$ cat src/rtl/tlb_sweep.sv
// Parametrised MIPS-style TLB: multi-port registered search, direct/random writes,
// a decrementing replacement index and a one-entry-per-cycle flush engine.
module tlb_sweep #(
  parameter int TLBNUM = 16,
  parameter int NSPORT = 2,
  localparam int IDXW = $clog2(TLBNUM)
) (
  input  logic                     clk,
  input  logic                     reset,
  input  logic [NSPORT*19-1:0]     s_vpn2,
  input  logic [NSPORT-1:0]        s_odd_page,
  input  logic [NSPORT*8-1:0]      s_asid,
  output logic [NSPORT-1:0]        s_found,
  output logic [NSPORT-1:0]        s_multi,
  output logic [NSPORT*IDXW-1:0]   s_index,
  output logic [NSPORT*20-1:0]     s_pfn,
  output logic [NSPORT*3-1:0]      s_c,
  output logic [NSPORT-1:0]        s_d,
  output logic [NSPORT-1:0]        s_v,
  input  logic                     we,
  input  logic                     w_random,
  input  logic [IDXW-1:0]          w_index,
  input  logic [18:0]              w_vpn2,
  input  logic [7:0]               w_asid,
  input  logic                     w_g,
  input  logic [19:0]              w_pfn0,
  input  logic [2:0]               w_c0,
  input  logic                     w_d0,
  input  logic                     w_v0,
  input  logic [19:0]              w_pfn1,
  input  logic [2:0]               w_c1,
  input  logic                     w_d1,
  input  logic                     w_v1,
  input  logic [IDXW-1:0]          r_index,
  output logic                     r_e,
  output logic [18:0]              r_vpn2,
  output logic [7:0]               r_asid,
  output logic                     r_g,
  output logic [19:0]              r_pfn0,
  output logic [2:0]               r_c0,
  output logic                     r_d0,
  output logic                     r_v0,
  output logic [19:0]              r_pfn1,
  output logic [2:0]               r_c1,
  output logic                     r_d1,
  output logic                     r_v1,
  output logic [IDXW-1:0]          rand_index,
  input  logic                     flush_req,
  input  logic                     flush_mode,
  input  logic [7:0]               flush_asid,
  output logic                     flush_busy,
  output logic                     flush_done
);

  typedef enum logic [1:0] {IDLE, SWEEP, DONE} state_t;

  logic [TLBNUM-1:0] tlb_e;
  logic [18:0]       tlb_vpn2 [TLBNUM];
  logic [7:0]        tlb_asid [TLBNUM];
  logic              tlb_g    [TLBNUM];
  logic [19:0]       tlb_pfn0 [TLBNUM];
  logic [2:0]        tlb_c0   [TLBNUM];
  logic              tlb_d0   [TLBNUM];
  logic              tlb_v0   [TLBNUM];
  logic [19:0]       tlb_pfn1 [TLBNUM];
  logic [2:0]        tlb_c1   [TLBNUM];
  logic              tlb_d1   [TLBNUM];
  logic              tlb_v1   [TLBNUM];

  state_t            state;
  logic [IDXW-1:0]   ptr;
  logic              mode_q;
  logic [7:0]        asid_q;

  logic              wr_en;
  logic [IDXW-1:0]   wr_idx;

  logic [NSPORT-1:0]      nxt_found;
  logic [NSPORT-1:0]      nxt_multi;
  logic [NSPORT*IDXW-1:0] nxt_index;
  logic [NSPORT*20-1:0]   nxt_pfn;
  logic [NSPORT*3-1:0]    nxt_c;
  logic [NSPORT-1:0]      nxt_d;
  logic [NSPORT-1:0]      nxt_v;

  assign wr_en  = we & ~flush_busy;
  assign wr_idx = w_random ? rand_index : w_index;

  // Lowest matching index wins; any further match only raises the multi flag.
  always_comb begin
    nxt_found = '0;
    nxt_multi = '0;
    nxt_index = '0;
    nxt_pfn   = '0;
    nxt_c     = '0;
    nxt_d     = '0;
    nxt_v     = '0;
    for (int unsigned k = 0; k < NSPORT; k++) begin
      logic            h;
      logic            mu;
      logic [IDXW-1:0] ix;
      h  = 1'b0;
      mu = 1'b0;
      ix = '0;
      for (int unsigned i = 0; i < TLBNUM; i++) begin
        if (tlb_e[i] && (tlb_vpn2[i] == s_vpn2[k*19 +: 19]) &&
            ((tlb_asid[i] == s_asid[k*8 +: 8]) || tlb_g[i])) begin
          if (h) mu = 1'b1;
          else   ix = IDXW'(i);
          h = 1'b1;
        end
      end
      nxt_found[k] = h;
      nxt_multi[k] = mu;
      if (h) begin
        nxt_index[k*IDXW +: IDXW] = ix;
        if (s_odd_page[k]) begin
          nxt_pfn[k*20 +: 20] = tlb_pfn1[ix];
          nxt_c[k*3 +: 3]     = tlb_c1[ix];
          nxt_d[k]            = tlb_d1[ix];
          nxt_v[k]            = tlb_v1[ix];
        end else begin
          nxt_pfn[k*20 +: 20] = tlb_pfn0[ix];
          nxt_c[k*3 +: 3]     = tlb_c0[ix];
          nxt_d[k]            = tlb_d0[ix];
          nxt_v[k]            = tlb_v0[ix];
        end
      end
    end
  end

  always_ff @(posedge clk) begin
    if (reset) begin
      s_found <= '0;
      s_multi <= '0;
      s_index <= '0;
      s_pfn   <= '0;
      s_c     <= '0;
      s_d     <= '0;
      s_v     <= '0;
    end else begin
      s_found <= nxt_found;
      s_multi <= nxt_multi;
      s_index <= nxt_index;
      s_pfn   <= nxt_pfn;
      s_c     <= nxt_c;
      s_d     <= nxt_d;
      s_v     <= nxt_v;
    end
  end

  // Entry payload carries no reset; only the E bits define table validity.
  always_ff @(posedge clk) begin
    if (wr_en) begin
      tlb_vpn2[wr_idx] <= w_vpn2;
      tlb_asid[wr_idx] <= w_asid;
      tlb_g[wr_idx]    <= w_g;
      tlb_pfn0[wr_idx] <= w_pfn0;
      tlb_c0[wr_idx]   <= w_c0;
      tlb_d0[wr_idx]   <= w_d0;
      tlb_v0[wr_idx]   <= w_v0;
      tlb_pfn1[wr_idx] <= w_pfn1;
      tlb_c1[wr_idx]   <= w_c1;
      tlb_d1[wr_idx]   <= w_d1;
      tlb_v1[wr_idx]   <= w_v1;
    end
  end

  // Writes are blocked while sweeping, so a sweep clear never races a write set.
  always_ff @(posedge clk) begin
    if (reset) begin
      tlb_e      <= '0;
      state      <= IDLE;
      ptr        <= '0;
      mode_q     <= 1'b0;
      asid_q     <= '0;
      flush_busy <= 1'b0;
      flush_done <= 1'b0;
      rand_index <= IDXW'(TLBNUM - 1);
    end else begin
      rand_index <= rand_index - IDXW'(1);
      if (wr_en) tlb_e[wr_idx] <= 1'b1;
      case (state)
        SWEEP: begin
          if (!mode_q || ((tlb_asid[ptr] == asid_q) && !tlb_g[ptr]))
            tlb_e[ptr] <= 1'b0;
          ptr <= ptr + IDXW'(1);
          if (ptr == IDXW'(TLBNUM - 1)) begin
            state      <= DONE;
            flush_busy <= 1'b0;
            flush_done <= 1'b1;
          end
        end
        default: begin
          flush_done <= 1'b0;
          if (flush_req) begin
            mode_q     <= flush_mode;
            asid_q     <= flush_asid;
            ptr        <= '0;
            state      <= SWEEP;
            flush_busy <= 1'b1;
          end else begin
            state <= IDLE;
          end
        end
      endcase
    end
  end

  assign r_e    = tlb_e[r_index];
  assign r_vpn2 = tlb_vpn2[r_index];
  assign r_asid = tlb_asid[r_index];
  assign r_g    = tlb_g[r_index];
  assign r_pfn0 = tlb_pfn0[r_index];
  assign r_c0   = tlb_c0[r_index];
  assign r_d0   = tlb_d0[r_index];
  assign r_v0   = tlb_v0[r_index];
  assign r_pfn1 = tlb_pfn1[r_index];
  assign r_c1   = tlb_c1[r_index];
  assign r_d1   = tlb_d1[r_index];
  assign r_v1   = tlb_v1[r_index];

endmodule

$ cat config.mk
export PLATFORM = sky130hd
export DESIGN_NAME = tlb_sweep
export DESIGN_NICKNAME = d
export VERILOG_FILES = /design/src/rtl/tlb_sweep.sv
export SDC_FILE = /design/constraint.sdc
export NUM_CORES = 2
export LEC_CHECK = 0
export CAP_MARGIN = 5
export CORE_AREA = 2 2 544 546
export CTS_CLUSTER_DIAMETER = 60
export DETAILED_ROUTE_END_ITERATION = 16
export DIE_AREA = 0 0 546 548
export HOLD_SLACK_MARGIN = 0.08
export PLACE_DENSITY = 0.53
export SLEW_MARGIN = 25
export SYNTH_ARGS = -nofsm -noshare
export SYNTH_HDL_FRONTEND = slang
export SYNTH_SLANG_ARGS = --single-unit
$ cat constraint.sdc
create_clock -name clk -period 5.65 [get_ports clk]
set_input_delay 0.8475 -clock clk [delete_from_list [all_inputs] [get_ports clk]]
set_output_delay 0.8475 -clock clk [all_outputs]
set_load 0.02 [all_outputs]
==> results.sh <==
export IMPL_synth_sequential_area_ratio_pct=50.2
export IMPL_core_area_sq_um=293000
export IMPL_start_util_pct=26.9
export IMPL_worstPathMaxFanout=10
export IMPL_worstSetupPathType="in -> reg"
export IMPL_arrival_ns=6.08
export IMPL_fmax_mhz=186
export IMPL_detail_route_iter0_violations=9203
export IMPL_critical_path_max_stage_delay_ns=0.70
export IMPL_critical_path_n_buffers_inverters=6
export IMPL_critPathSlowestCell="sky130_fd_sc_hd__clkdlybuf4s50_1"
export IMPL_worst_pin_slew_ns=1.13
export IMPL_drv_slew=0
export IMPL_synth_main_ff_cell="sky130_fd_sc_hd__edfxtp_1"
export IMPL_antenna_violations_before_repair=55
export IMPL_grt_setup_unrepaired="false"
export IMPL_num_fill_cells=28362
export IMPL_sw_pwr_mw=6.42
export IMPL_htree_levels=4
export IMPL_async_reset_ff_share_pct=0
export IMPL_combPwrFrac_pct=10.0
export IMPL_boundaryPins=303
export IMPL_horiz_die_dim_microns=546
export IMPL_area_delta_synth_final_pct=25.5
export IMPL_cts_num_sinks=1351
export IMPL_global_route_overflow_total=0
export IMPL_cellLeakagePower_nw=31.1
export IMPL_post_synth_main_area_contributors="sky130_fd_sc_hd__edfxtp_1, sky130_fd_sc_hd__mux4_2, sky130_fd_sc_hd__mux2i_1"
export IMPL_crit_path_end_kind="register"
export IMPL_grt_max_degree=70
export IMPL_mappedNetlistNets=5936
export IMPL_fp_dieArea_sq_um=299000
export IMPL_finalWeightedCongestion=1.04
export IMPL_remaining_drc_errors=0
export IMPL_timing_slew_headroom_pct=24.7
export IMPL_wl_per_cell_microns=36.2
export IMPL_maxCapViolCount=0
export IMPL_timing_final_crit_share_pct=95.3
export IMPL_synth_seq_cells=1351
export IMPL_final_nets=6686
export IMPL_ys_types=95
export IMPL_clk_pin_slew_worst_paths_ns=0.06
export IMPL_max_vdd_ir_drop_uv=207
export IMPL_vias_per_cell=5.83
export IMPL_finalCriticalPeriod_ns=5.39
export IMPL_cts_repair_timing_setup_buffer_count=0
export IMPL_cp_delay_by_family_top="simple AND/OR/NAND/NOR gates"
export IMPL_cts_max_path_buffers=4
export IMPL_insertion_delay_ns=0.88
export IMPL_post_synth_top_area_cell="sky130_fd_sc_hd__edfxtp_1"
export IMPL_detailroute_via_count=61824
export IMPL_timing_critical_path_mode_cell="sky130_fd_sc_hd__buf_4"
export IMPL_cellInternalPower_mw=19.1
export IMPL_buffer_ports_inserted=302
export IMPL_route_antenna_remaining_nets=0
export IMPL_clockRootBuffer="sky130_fd_sc_hd__clkbuf_16"
export IMPL_yosys_warnings=0
export IMPL_synth_top_cell_area_share_pct=47.5
export IMPL_start_kind="primary input"
export IMPL_grt_pass1_vias=59709
export IMPL_cts_tree="done"
export IMPL_power_switching_fraction_pct=25.1
export IMPL_synth_edff_count=1248
export IMPL_ff_latch_area_sq_um=39500
export IMPL_drt_wl_total_microns=384000
export IMPL_worstHoldPathType="reg -> reg"
export IMPL_p_per_area_nw_per_um2=258
export IMPL_area_of_the_multi_input_gates_sq_um=37300
export IMPL_part_of_the_total_power_dissipated_in_the_clock_network_pct=46.2
export IMPL_setup_viol=0
export IMPL_die_y_microns=548
export IMPL_outcome="finished clean"
export IMPL_finalClockSkew_ns=0.0857
export IMPL_worst_ep_required_time_ns=6.34
export IMPL_grt_first_pass_wirelength_microns=517000
export IMPL_hold_viol=0
export IMPL_rows=199
export IMPL_synthesis_area_per_instance_sq_um=13.6
export IMPL_first_pass_iters=8
export IMPL_worstPathCellList="clkdlybuf4s50_1 -> buf_4 -> xor2_1 -> nor4_1 -> buf_4 -> a21oi_2 -> or4_1 -> and4_1 -> buf_4 -> a211oi_2 -> or2b_2 -> or2_2 -> buf_4 -> nor2_4 -> buf_4 -> a22oi_1 -> nand3_1 -> a2111oi_2"
export IMPL_cts_buffers=179
export IMPL_drive_above_1_share_pct=24.3
export IMPL_final_util_pct=33.8
export IMPL_seqPwrFrac_pct=43.8
export IMPL_groute_usage_overall_pct=24.8
export IMPL_dp_final_hpwl_microns=269000
export IMPL_final_hold_worst_slack_ns=0.451
export IMPL_total_standard_cell_area_after_synthesis_sq_um=78800
export IMPL_syn_instance_count=5775
## timing repair
action	4_1_cts	5_1_grt
hold buffers	0	0
setup endpoints to repair	0	8
resized for setup	0	1
## placed cells by master, fill, tap and decap left out, types with 24 or more instances in the layout
| master | n |
|---|---|
| sky130_fd_sc_hd__buf_12 | 225 |
| sky130_fd_sc_hd__o211ai_1 | 54 |
| sky130_fd_sc_hd__nand2_1 | 416 |
| sky130_fd_sc_hd__mux2i_1 | 648 |
| sky130_fd_sc_hd__nand3_1 | 145 |
| sky130_fd_sc_hd__nor4_1 | 285 |
| sky130_fd_sc_hd__clkbuf_1 | 32 |
| sky130_fd_sc_hd__o22ai_1 | 55 |
| sky130_fd_sc_hd__edfxtp_1 | 1248 |
| sky130_fd_sc_hd__o21ai_0 | 38 |
| sky130_fd_sc_hd__a222oi_1 | 24 |
| sky130_fd_sc_hd__nor2_1 | 102 |
| sky130_fd_sc_hd__diode_2 | 26 |
| sky130_fd_sc_hd__nor2_4 | 25 |
| sky130_fd_sc_hd__mux2_2 | 72 |
| sky130_fd_sc_hd__nand4b_1 | 34 |
| sky130_fd_sc_hd__nand3b_1 | 28 |
| sky130_fd_sc_hd__dfxtp_1 | 102 |
| sky130_fd_sc_hd__a21oi_1 | 107 |
| sky130_fd_sc_hd__a221oi_1 | 27 |
| sky130_fd_sc_hd__a22oi_1 | 97 |
| sky130_fd_sc_hd__clkdlybuf4s50_1 | 294 |
| sky130_fd_sc_hd__xor2_1 | 641 |
| sky130_fd_sc_hd__xnor2_1 | 233 |
| sky130_fd_sc_hd__mux4_2 | 464 |
| sky130_fd_sc_hd__a32oi_1 | 28 |
| sky130_fd_sc_hd__nand4_1 | 108 |
| sky130_fd_sc_hd__or4_1 | 48 |
| sky130_fd_sc_hd__a31oi_1 | 26 |
| sky130_fd_sc_hd__nor4b_1 | 34 |
| sky130_fd_sc_hd__clkinv_2 | 28 |
| sky130_fd_sc_hd__clkbuf_16 | 184 |
| sky130_fd_sc_hd__buf_4 | 471 |
## sequential cells by signal, summed over array words and instances (netlist names), 40 cells and up, named ones only
register	flops
s_pfn	40
tlb_asid	128
tlb_c0	48
tlb_c1	48
tlb_pfn0	320
tlb_pfn1	320
tlb_vpn2	304
## power groups by stage
stage / clock network [mW] / registers (mW) / logic, mW
2_1_floorplan: 0 / 11.4 / 1.24
3_3_place_gp: 0 / 11.4 / 2.52
3_5_place_dp: 0 / 11.4 / 2.51
4_1_cts: 11.9 / 11.2 / 2.52
5_1_grt: 12.3 / 11.2 / 2.63
6_report: 11.8 / 11.2 / 2.56
## stage by stage
step	area (sq um)	setup TNS, ns	std cells	total power [mW]	setup WS, ns
finish	99000	0	10611	25.5	0.264
global route	98900	0	10599	26.1	0.0544
CTS	98900	0	10585	25.6	0.183
detailed placement	92900	-21.75	10263	13.9	-0.688
global placement	92800	-23.61	10261	13.9	-0.695
floorplan	78800	0	5775	12.6	0.0681
## metal layers
layer / GRT usage, % / up-vias / share of wire [%]
li1: - / 24496 / -
met1: 33.0 / 31915 / 40
met3: 5.80 / 920 / 11
met5: 0 / - / 0.047
met4: 12.4 / 30 / 5.7
met2: 37.5 / 4463 / 44
## final timing paths
kind | from | endpoint | slack, ns | cells after the start
setup reg to reg | tlb_asid[11][7] | s_pfn[21] | 0.41 | 18
hold / removal | rand_index[0] | rand_index[0] | 0.45 | 1
hold reg to reg | rand_index[0] | rand_index[0] | 0.45 | 1
setup / recovery | s_asid[4] | s_pfn[0] | 0.26 | 18
## synthesized netlist by cell type (55+ instances only)
master / number
sky130_fd_sc_hd__a21oi_1: 112
sky130_fd_sc_hd__edfxtp_1: 1248
sky130_fd_sc_hd__clkbuf_1: 159
sky130_fd_sc_hd__nand4_1: 108
sky130_fd_sc_hd__dfxtp_1: 103
sky130_fd_sc_hd__o22ai_1: 55
sky130_fd_sc_hd__buf_2: 124
sky130_fd_sc_hd__nand2_1: 419
sky130_fd_sc_hd__mux2i_1: 648
sky130_fd_sc_hd__xor2_1: 641
sky130_fd_sc_hd__mux2_2: 72
sky130_fd_sc_hd__a22oi_1: 98
sky130_fd_sc_hd__nand3_1: 146
sky130_fd_sc_hd__nor2_1: 125
sky130_fd_sc_hd__mux4_2: 464
sky130_fd_sc_hd__nor4_1: 290
sky130_fd_sc_hd__xnor2_1: 233
## area by class of cell
type | count | area share (%)
sequential | 1351 | 40.0
multi-input combinational | 3970 | 37.7
timing repair buffer | 999 | 11.2
tap | 3919 | 4.95
clock buffer | 228 | 4.93
clock inverter | 94 | 1.13
inverter | 24 | 0.0910
antenna | 26 | 0.0657
## worst reg2reg max path, delay by kind of cell, from the launching register on
kind	cells	cell delay (ns)
AND/OR/NAND/NOR	4	1.80
buffers and inverters	6	1.36
AO/OA/AOI/OAI	6	1.13
flip-flops	1	0.52
XOR/XNOR	1	0.24
multiplexers	1	0.13
## logic make-up (layout without fill, tap and decap cells)
family                   Yosys count  after routing  synth area share [%]
adder cells (fa/ha/maj)           12             12                 0.168
buffers and inverters            454           1345                  3.06
flip-flops                      1351           1351                  50.2
other                              0             26                     0
XOR/XNOR                         874            874                  9.71
AO/OA/AOI/OAI                    560            560                  5.24
AND/OR/NAND/NOR                 1340           1340                  9.15
multiplexers                    1184           1184                  22.5
Note: power is estimated with default switching activity, not from simulation.
